<file path="src/rtl/booth_mul_sched_if.sv">
// Handshake bundle for booth_mul_sched: operand input, multiplier request/response
// and result output channels.
//   slave  : the scheduler (accepts operands, drives the multiplier, returns results)
//   master : the environment (operand source, multiplier, result consumer)
interface booth_mul_sched_if #(
   parameter int unsigned WIDTH_M = 8,
   parameter int unsigned WIDTH_R = 8,
   parameter int unsigned TAG_W   = 4
);
   localparam int unsigned PROD_W = WIDTH_M + WIDTH_R;

   // operand input channel
   logic               in_vld;
   logic               in_rdy;
   logic [WIDTH_M-1:0] in_m;
   logic [WIDTH_R-1:0] in_r;
   logic [TAG_W-1:0]   in_tag;

   // multiplier request/response
   logic               mul_vld;
   logic [WIDTH_M-1:0] mul_m;
   logic [WIDTH_R-1:0] mul_r;
   logic [PROD_W-1:0]  mul_prod;
   logic               mul_done;

   // result output channel
   logic               out_vld;
   logic               out_rdy;
   logic [PROD_W-1:0]  out_prod;
   logic [TAG_W-1:0]   out_tag;
   logic               out_err;

   modport slave (
      input  in_vld, in_m, in_r, in_tag, mul_prod, mul_done, out_rdy,
      output in_rdy, mul_vld, mul_m, mul_r, out_vld, out_prod, out_tag, out_err
   );

   modport master (
      output in_vld, in_m, in_r, in_tag, mul_prod, mul_done, out_rdy,
      input  in_rdy, mul_vld, mul_m, mul_r, out_vld, out_prod, out_tag, out_err
   );
endinterface

</file>
<file path="src/rtl/booth_mul_sched.sv">
// Operand scheduler / result collector in front of a sequential Booth multiplier.
// Buffers tagged operand pairs in a FIFO, issues one at a time with a level-held
// request, collects the product (or a watchdog abort) into a single output register.
// Ports:
//   clk  : clock, rising edge
//   rst  : synchronous active-high reset
//   bus  : booth_mul_sched_if.slave (operand in, multiplier req/resp, result out)
//   busy : FIFO non-empty or FSM not idle
module booth_mul_sched #(
   parameter int unsigned WIDTH_M = 8,
   parameter int unsigned WIDTH_R = 8,
   parameter int unsigned TAG_W   = 4,
   parameter int unsigned DEPTH   = 4,
   parameter int unsigned TIMEOUT = 64
) (
   input  logic              clk,
   input  logic              rst,
   booth_mul_sched_if.slave  bus,
   output logic              busy
);
   localparam int unsigned PROD_W = WIDTH_M + WIDTH_R;
   localparam int unsigned PTR_W  = $clog2(DEPTH);
   localparam int unsigned CNT_W  = PTR_W + 1;
   localparam int unsigned WDOG_W = $clog2(TIMEOUT);

   typedef struct packed {
      logic [TAG_W-1:0]   tag;
      logic [WIDTH_R-1:0] r;
      logic [WIDTH_M-1:0] m;
   } op_t;

   typedef enum logic [1:0] {
      IDLE  = 2'd0,
      ISSUE = 2'd1,
      GAP   = 2'd2
   } state_t;

   op_t               mem [DEPTH];
   logic [PTR_W-1:0]  wr_ptr;
   logic [PTR_W-1:0]  rd_ptr;
   logic [CNT_W-1:0]  count;
   op_t               head;
   logic              in_rdy;
   logic              push;
   logic              pop;
   logic              fifo_empty;

   state_t            state;
   state_t            state_nxt;
   logic [WDOG_W-1:0] wdog;
   logic [WDOG_W-1:0] wdog_nxt;
   logic              load_res;
   logic              res_err;
   logic [PROD_W-1:0] res_prod;

   logic               mul_vld_q;
   logic [WIDTH_M-1:0] mul_m_q;
   logic [WIDTH_R-1:0] mul_r_q;
   logic               out_vld_q;
   logic [PROD_W-1:0]  out_prod_q;
   logic [TAG_W-1:0]   out_tag_q;
   logic               out_err_q;

   // FIFO status; in_rdy is gated by rst so nothing is accepted during reset
   assign fifo_empty = (count == '0);
   assign in_rdy     = (count < CNT_W'(DEPTH)) && !rst;
   assign push       = bus.in_vld && in_rdy;
   assign head       = mem[rd_ptr];

   // FIFO storage (no reset needed; validity is tracked by count)
   always_ff @(posedge clk) begin
      if (push) begin
         mem[wr_ptr] <= '{tag: bus.in_tag, r: bus.in_r, m: bus.in_m};
      end
   end

   // FIFO pointers and occupancy
   always_ff @(posedge clk) begin
      if (rst) begin
         wr_ptr <= '0;
         rd_ptr <= '0;
         count  <= '0;
      end else begin
         if (push) wr_ptr <= wr_ptr + PTR_W'(1);
         if (pop)  rd_ptr <= rd_ptr + PTR_W'(1);
         case ({push, pop})
            2'b10:   count <= count + CNT_W'(1);
            2'b01:   count <= count - CNT_W'(1);
            default: count <= count;
         endcase
      end
   end

   // FSM state and watchdog registers
   always_ff @(posedge clk) begin
      if (rst) begin
         state <= IDLE;
         wdog  <= '0;
      end else begin
         state <= state_nxt;
         wdog  <= wdog_nxt;
      end
   end

   // FSM next state; mul_done wins over a coincident watchdog expiry
   always_comb begin
      state_nxt = state;
      wdog_nxt  = '0;
      pop       = 1'b0;
      load_res  = 1'b0;
      res_err   = 1'b0;
      res_prod  = '0;
      case (state)
         IDLE: begin
            if (!fifo_empty && !out_vld_q) state_nxt = ISSUE;
         end
         ISSUE: begin
            wdog_nxt = wdog + WDOG_W'(1);
            if (bus.mul_done) begin
               pop       = 1'b1;
               load_res  = 1'b1;
               res_prod  = bus.mul_prod;
               state_nxt = GAP;
            end else if (wdog == WDOG_W'(TIMEOUT - 1)) begin
               pop       = 1'b1;
               load_res  = 1'b1;
               res_err   = 1'b1;
               state_nxt = GAP;
            end
         end
         GAP: begin
            state_nxt = IDLE;
         end
         default: begin
            state_nxt = IDLE;
         end
      endcase
   end

   // Multiplier request: operands latched on entry to ISSUE and held for the whole state
   always_ff @(posedge clk) begin
      if (rst) begin
         mul_vld_q <= 1'b0;
         mul_m_q   <= '0;
         mul_r_q   <= '0;
      end else begin
         mul_vld_q <= (state_nxt == ISSUE);
         if (state == IDLE && state_nxt == ISSUE) begin
            mul_m_q <= head.m;
            mul_r_q <= head.r;
         end
      end
   end

   // Single-entry result register; issue is blocked while it is full
   always_ff @(posedge clk) begin
      if (rst) begin
         out_vld_q  <= 1'b0;
         out_prod_q <= '0;
         out_tag_q  <= '0;
         out_err_q  <= 1'b0;
      end else if (load_res) begin
         out_vld_q  <= 1'b1;
         out_prod_q <= res_prod;
         out_tag_q  <= head.tag;
         out_err_q  <= res_err;
      end else if (bus.out_rdy) begin
         out_vld_q  <= 1'b0;
      end
   end

   assign bus.in_rdy   = in_rdy;
   assign bus.mul_vld  = mul_vld_q;
   assign bus.mul_m    = mul_m_q;
   assign bus.mul_r    = mul_r_q;
   assign bus.out_vld  = out_vld_q;
   assign bus.out_prod = out_prod_q;
   assign bus.out_tag  = out_tag_q;
   assign bus.out_err  = out_err_q;
   assign busy         = !fifo_empty || (state != IDLE);

endmodule
</file>
<file path="src/flat_wrapper.sv">
// flat-port wrapper written by rule: the top's interface ports become plain ports
module booth_mul_sched_flat 
#(
   parameter int unsigned WIDTH_M = 8,
   parameter int unsigned WIDTH_R = 8,
   parameter int unsigned TAG_W   = 4,
   parameter int unsigned DEPTH   = 4,
   parameter int unsigned TIMEOUT = 64
)
  (clk, rst, busy, bus_in_vld, bus_in_m, bus_in_r, bus_in_tag, bus_mul_prod, bus_mul_done, bus_out_rdy, bus_in_rdy, bus_mul_vld, bus_mul_m, bus_mul_r, bus_out_vld, bus_out_prod, bus_out_tag, bus_out_err);
  booth_mul_sched_if #(.WIDTH_M(WIDTH_M), .WIDTH_R(WIDTH_R), .TAG_W(TAG_W)) bus_i ();
  input  logic clk;
  input  logic rst;
  output logic busy;
  input wire logic [$bits(bus_i.in_vld)-1:0] bus_in_vld;
  input wire logic [$bits(bus_i.in_m)-1:0] bus_in_m;
  input wire logic [$bits(bus_i.in_r)-1:0] bus_in_r;
  input wire logic [$bits(bus_i.in_tag)-1:0] bus_in_tag;
  input wire logic [$bits(bus_i.mul_prod)-1:0] bus_mul_prod;
  input wire logic [$bits(bus_i.mul_done)-1:0] bus_mul_done;
  input wire logic [$bits(bus_i.out_rdy)-1:0] bus_out_rdy;
  output wire logic [$bits(bus_i.in_rdy)-1:0] bus_in_rdy;
  output wire logic [$bits(bus_i.mul_vld)-1:0] bus_mul_vld;
  output wire logic [$bits(bus_i.mul_m)-1:0] bus_mul_m;
  output wire logic [$bits(bus_i.mul_r)-1:0] bus_mul_r;
  output wire logic [$bits(bus_i.out_vld)-1:0] bus_out_vld;
  output wire logic [$bits(bus_i.out_prod)-1:0] bus_out_prod;
  output wire logic [$bits(bus_i.out_tag)-1:0] bus_out_tag;
  output wire logic [$bits(bus_i.out_err)-1:0] bus_out_err;
  assign bus_i.in_vld = bus_in_vld;
  assign bus_i.in_m = bus_in_m;
  assign bus_i.in_r = bus_in_r;
  assign bus_i.in_tag = bus_in_tag;
  assign bus_i.mul_prod = bus_mul_prod;
  assign bus_i.mul_done = bus_mul_done;
  assign bus_i.out_rdy = bus_out_rdy;
  assign bus_in_rdy = bus_i.in_rdy;
  assign bus_mul_vld = bus_i.mul_vld;
  assign bus_mul_m = bus_i.mul_m;
  assign bus_mul_r = bus_i.mul_r;
  assign bus_out_vld = bus_i.out_vld;
  assign bus_out_prod = bus_i.out_prod;
  assign bus_out_tag = bus_i.out_tag;
  assign bus_out_err = bus_i.out_err;
  booth_mul_sched #(.WIDTH_M(WIDTH_M), .WIDTH_R(WIDTH_R), .TAG_W(TAG_W), .DEPTH(DEPTH), .TIMEOUT(TIMEOUT)) u_core (.clk(clk), .rst(rst), .bus(bus_i), .busy(busy));
endmodule
</file>
<file path="config.mk">
export PLATFORM = sky130hd
export DESIGN_NAME = booth_mul_sched_flat
export DESIGN_NICKNAME = d
export VERILOG_FILES = /design/src/rtl/booth_mul_sched_if.sv /design/src/rtl/booth_mul_sched.sv /design/src/flat_wrapper.sv
export SDC_FILE = /design/constraint.sdc
export NUM_CORES = 1
export LEC_CHECK = 0
export CAP_MARGIN = 30
export CORE_UTILIZATION = 45
export CTS_CLUSTER_DIAMETER = 200
export DETAILED_ROUTE_END_ITERATION = 12
export PLACE_DENSITY = 0.8
export SLEW_MARGIN = 20
export SYNTH_ARGS = -nofsm -noshare
export SYNTH_HDL_FRONTEND = slang
export SYNTH_SLANG_ARGS = --single-unit
</file>
<file path="constraint.sdc">
create_clock -name clk -period 4.3 [get_ports clk]
set_clock_uncertainty 0.2 [all_clocks]
set_input_delay 0.43 -clock clk [delete_from_list [all_inputs] [get_ports clk]]
set_output_delay 0.43 -clock clk [all_outputs]
set_load 0.05 [all_outputs]
</file>
==> out/qor.txt <==
status = complete, no violations
final wirelength = 10.0 mm
IO Pins = 82
Mapped Area = 4980 um^2
TritonCTS Sinks = 136
CTS root buffer = clkbuf_8
Residual DRC = 0
worst hold start = u_core.wdog[0]$_SDFF_PP0_
pwr dens = 535 nW/um^2
Slew @ Worst Pin = 0.698 ns
register area share after synthesis = 0.708
drt wl/cell = 17.3 um
port bufs = 81
Pre-antenna DRT Iters = 4
crit path capture type = flip-flop
Final Setup Violations = 0
GR Util met2 = 0.330
R2R Setup Slk = 1.36 ns
HP Class = reg2reg
hold buffers post-CTS = 0
initial antenna violation count = 0
Worst Hold End = u_core.wdog[0]$_SDFF_PP0_
worst-path maximum fanout = 25
synth-to-layout area growth = 31.4%
via count = 2,991
Die Ht = 107 um
Final period util = 0.683
most numerous cell in the Yosys netlist = edfxtp_1
vias in the first global route = 3,132
Synth cell types = 33
max cap viols = 0
final hold slack = 0.251 ns
top-area cell type share of the netlist area = 0.483
RSZ-0062 raised after global routing = no
dpl hpwl = 6.56 mm
RR Startpoint = u_core.state[0]$_SDFF_PP0_
Layout fillers = 800
worst-case vdd ir drop = 0.337 mV
Leakage Power = 2.25 nW
cells on worst reg2reg path = 10
Vias/cell = 5.17
met3 Resource Use GR = 0.0632
TNS Setup = 0 ns
DIE AREA = 11,500 um^2
gr busiest metal = met2
Worst EP required = 4.55 ns
CTS clk-pin slew, worst paths = 0.07 ns
Top FF cell, synth = edfxtp_1
Post-Synthesis Cells = 334
met1 global-route usage = 0.217
Synth Register Bits = 136
clk buf depth = 2
Synth Net Count = 382
width of the die = 107 um
CTS tree = built
core footprint = 10,800 um^2
Period minus WS final = 2.94 ns
Hold Fails Final Rpt = 0
DR iter-0 viols = 210
Slew HR = 0.535
# Post-CTS Setup Buffers = 0
Starting Density = 0.461
Max Fclk = 341 MHz
Core Rows = 38
grt total ovfl = 0
CTS resizes = 0
Area contributors post-synth = edfxtp_1 (48%), dfxtp_1 (23%), mux4_2 (9.1%)
RD Place Congestion = 0.756
reg2reg end = u_core.count[2]$_SDFFE_PP0P_
crit path kind = reg2reg
pin count of the biggest net entering global routing = 50
arrival time worst endpoint = 3.18 ns
first-pass GRT wire length = 15.8 mm
gr usage total = 0.189
Slew Limit Fails = 0
Nets = 474
hold depth = 1
clk_lat worst skew = 0.51 ns
Antenna diodes = 0
crit start category = flip-flop
TritonCTS buffer count = 17
final antenna-violating net count = 0
H-tree Lvls = 4
number of synthesized flops with an enable pin = 80
mean cell area of the mapped netlist = 14.9 um^2
asr flop ratio synth = 0
largest area contributor in the netlist = edfxtp_1
layout cell share with drive strength beyond 1 = 0.146
Yosys Warn Count = 0
most frequent cells after synthesis = edfxtp_1 (80), dfxtp_1 (56), nor2_1 (36)
routing by layer:
layer / wire length, um / share of wire / up-vias
li1: - / - / 1410
met1: 4210 / 0.42 / 1467
met5: 0 / 0 / -
met4: 85 / 0.0085 / 0
met2: 5090 / 0.51 / 104
met3: 648 / 0.065 / 10
sequential cells by signal, summed over array words and instances (netlist names), named ones only:
name	cells
u_core.mem	80
u_core.bus.out_prod	16
u_core.bus.mul_m	8
u_core.bus.mul_r	8
u_core.wdog	6
u_core.bus.out_tag	4
u_core.count	3
u_core.rd_ptr	2
u_core.state	2
u_core.wr_ptr	2
u_core.bus.mul_vld	1
u_core.bus.out_err	1
u_core.bus.out_vld	1
cells by family (layout without fill, tap and decap cells):
| logic type | count (synthesis) | after routing | synth area share |
|---|---|---|---|
| AOI/OAI and AO/OA | 45 | 45 | 0.0593 |
| xor gates and xnor gates | 7 | 7 | 0.0123 |
| DFF | 136 | 136 | 0.708 |
| adders and majority gates | 7 | 7 | 0.0191 |
| buffers and inverters | 26 | 131 | 0.0249 |
| and+or+nand+nor | 89 | 89 | 0.0777 |
| muxes | 24 | 24 | 0.0986 |
cells in the final DEF (no fill, tap or decap), types with 9 or more instances in the layout:
master / count
a22oi_1: 16
nand2_1: 35
mux4_2: 20
a21oi_1: 22
dfxtp_1: 56
edfxtp_1: 80
clkdlybuf4s50_1: 80
inv_1: 9
clkbuf_16: 16
nor2_1: 36
area by class of cell:
type,count,area (um^2),area share
flip-flops and latches,136,3520,0.539
well taps,140,175,0.0268
multi-input cells,172,1330,0.203
repair buffers,90,911,0.139
inverters,9,33.8,0.00517
clock inverters,15,154,0.0235
clock buffers,17,414,0.0633
worst max-delay path by stage:
stage | from | to | slack [ns] | cells after the start
after floorplan | rst | u_core.count[2]$_SDFFE_PP0P_ | 1.60 | 9
after global placement | bus_mul_done | u_core.count[2]$_SDFFE_PP0P_ | 1.02 | 11
after detailed placement | bus_mul_done | u_core.count[2]$_SDFFE_PP0P_ | 0.87 | 11
after CTS | u_core.state[0]$_SDFF_PP0_ | u_core.count[2]$_SDFFE_PP0P_ | 1.37 | 10
after global routing | u_core.state[0]$_SDFF_PP0_ | u_core.count[2]$_SDFFE_PP0P_ | 1.18 | 10
final | u_core.state[0]$_SDFF_PP0_ | u_core.count[2]$_SDFFE_PP0P_ | 1.36 | 10
critical path, stage by stage (launching register included):
cell	delay, ns
dfxtp_1	0.40
and3b_1	0.63
a41oi_4	0.03
buf_4	0.27
inv_1	0.09
ha_1	0.18
inv_1	0.07
fa_1	0.37
xor2_1	0.16
or3_1	0.32
a21oi_1	0.14
power breakdown:
part	switching [W]	total, W	internal (W)
registers	0.0000420	0.00150	0.00146
clock network	0.000590	0.00138	0.000789
logic	0.000389	0.000614	0.000225
total	0.00102	0.00350	0.00248
per-stage QoR:
stage	utilization	total power [W]	cell area [um^2]	cells	setup WS (ns)
2_1_floorplan	-	0.00193	4980	334	1.60
3_3_place_gp	0.546	0.00212	5900	542	1.02
3_5_place_dp	0.553	0.00215	5970	547	0.874
4_1_cts	0.606	0.00352	6540	579	1.37
5_1_grt	0.606	0.00363	6540	579	1.18
6_report	0.606	0.00350	6540	579	1.36
Note: power is estimated with default switching activity, not from simulation.
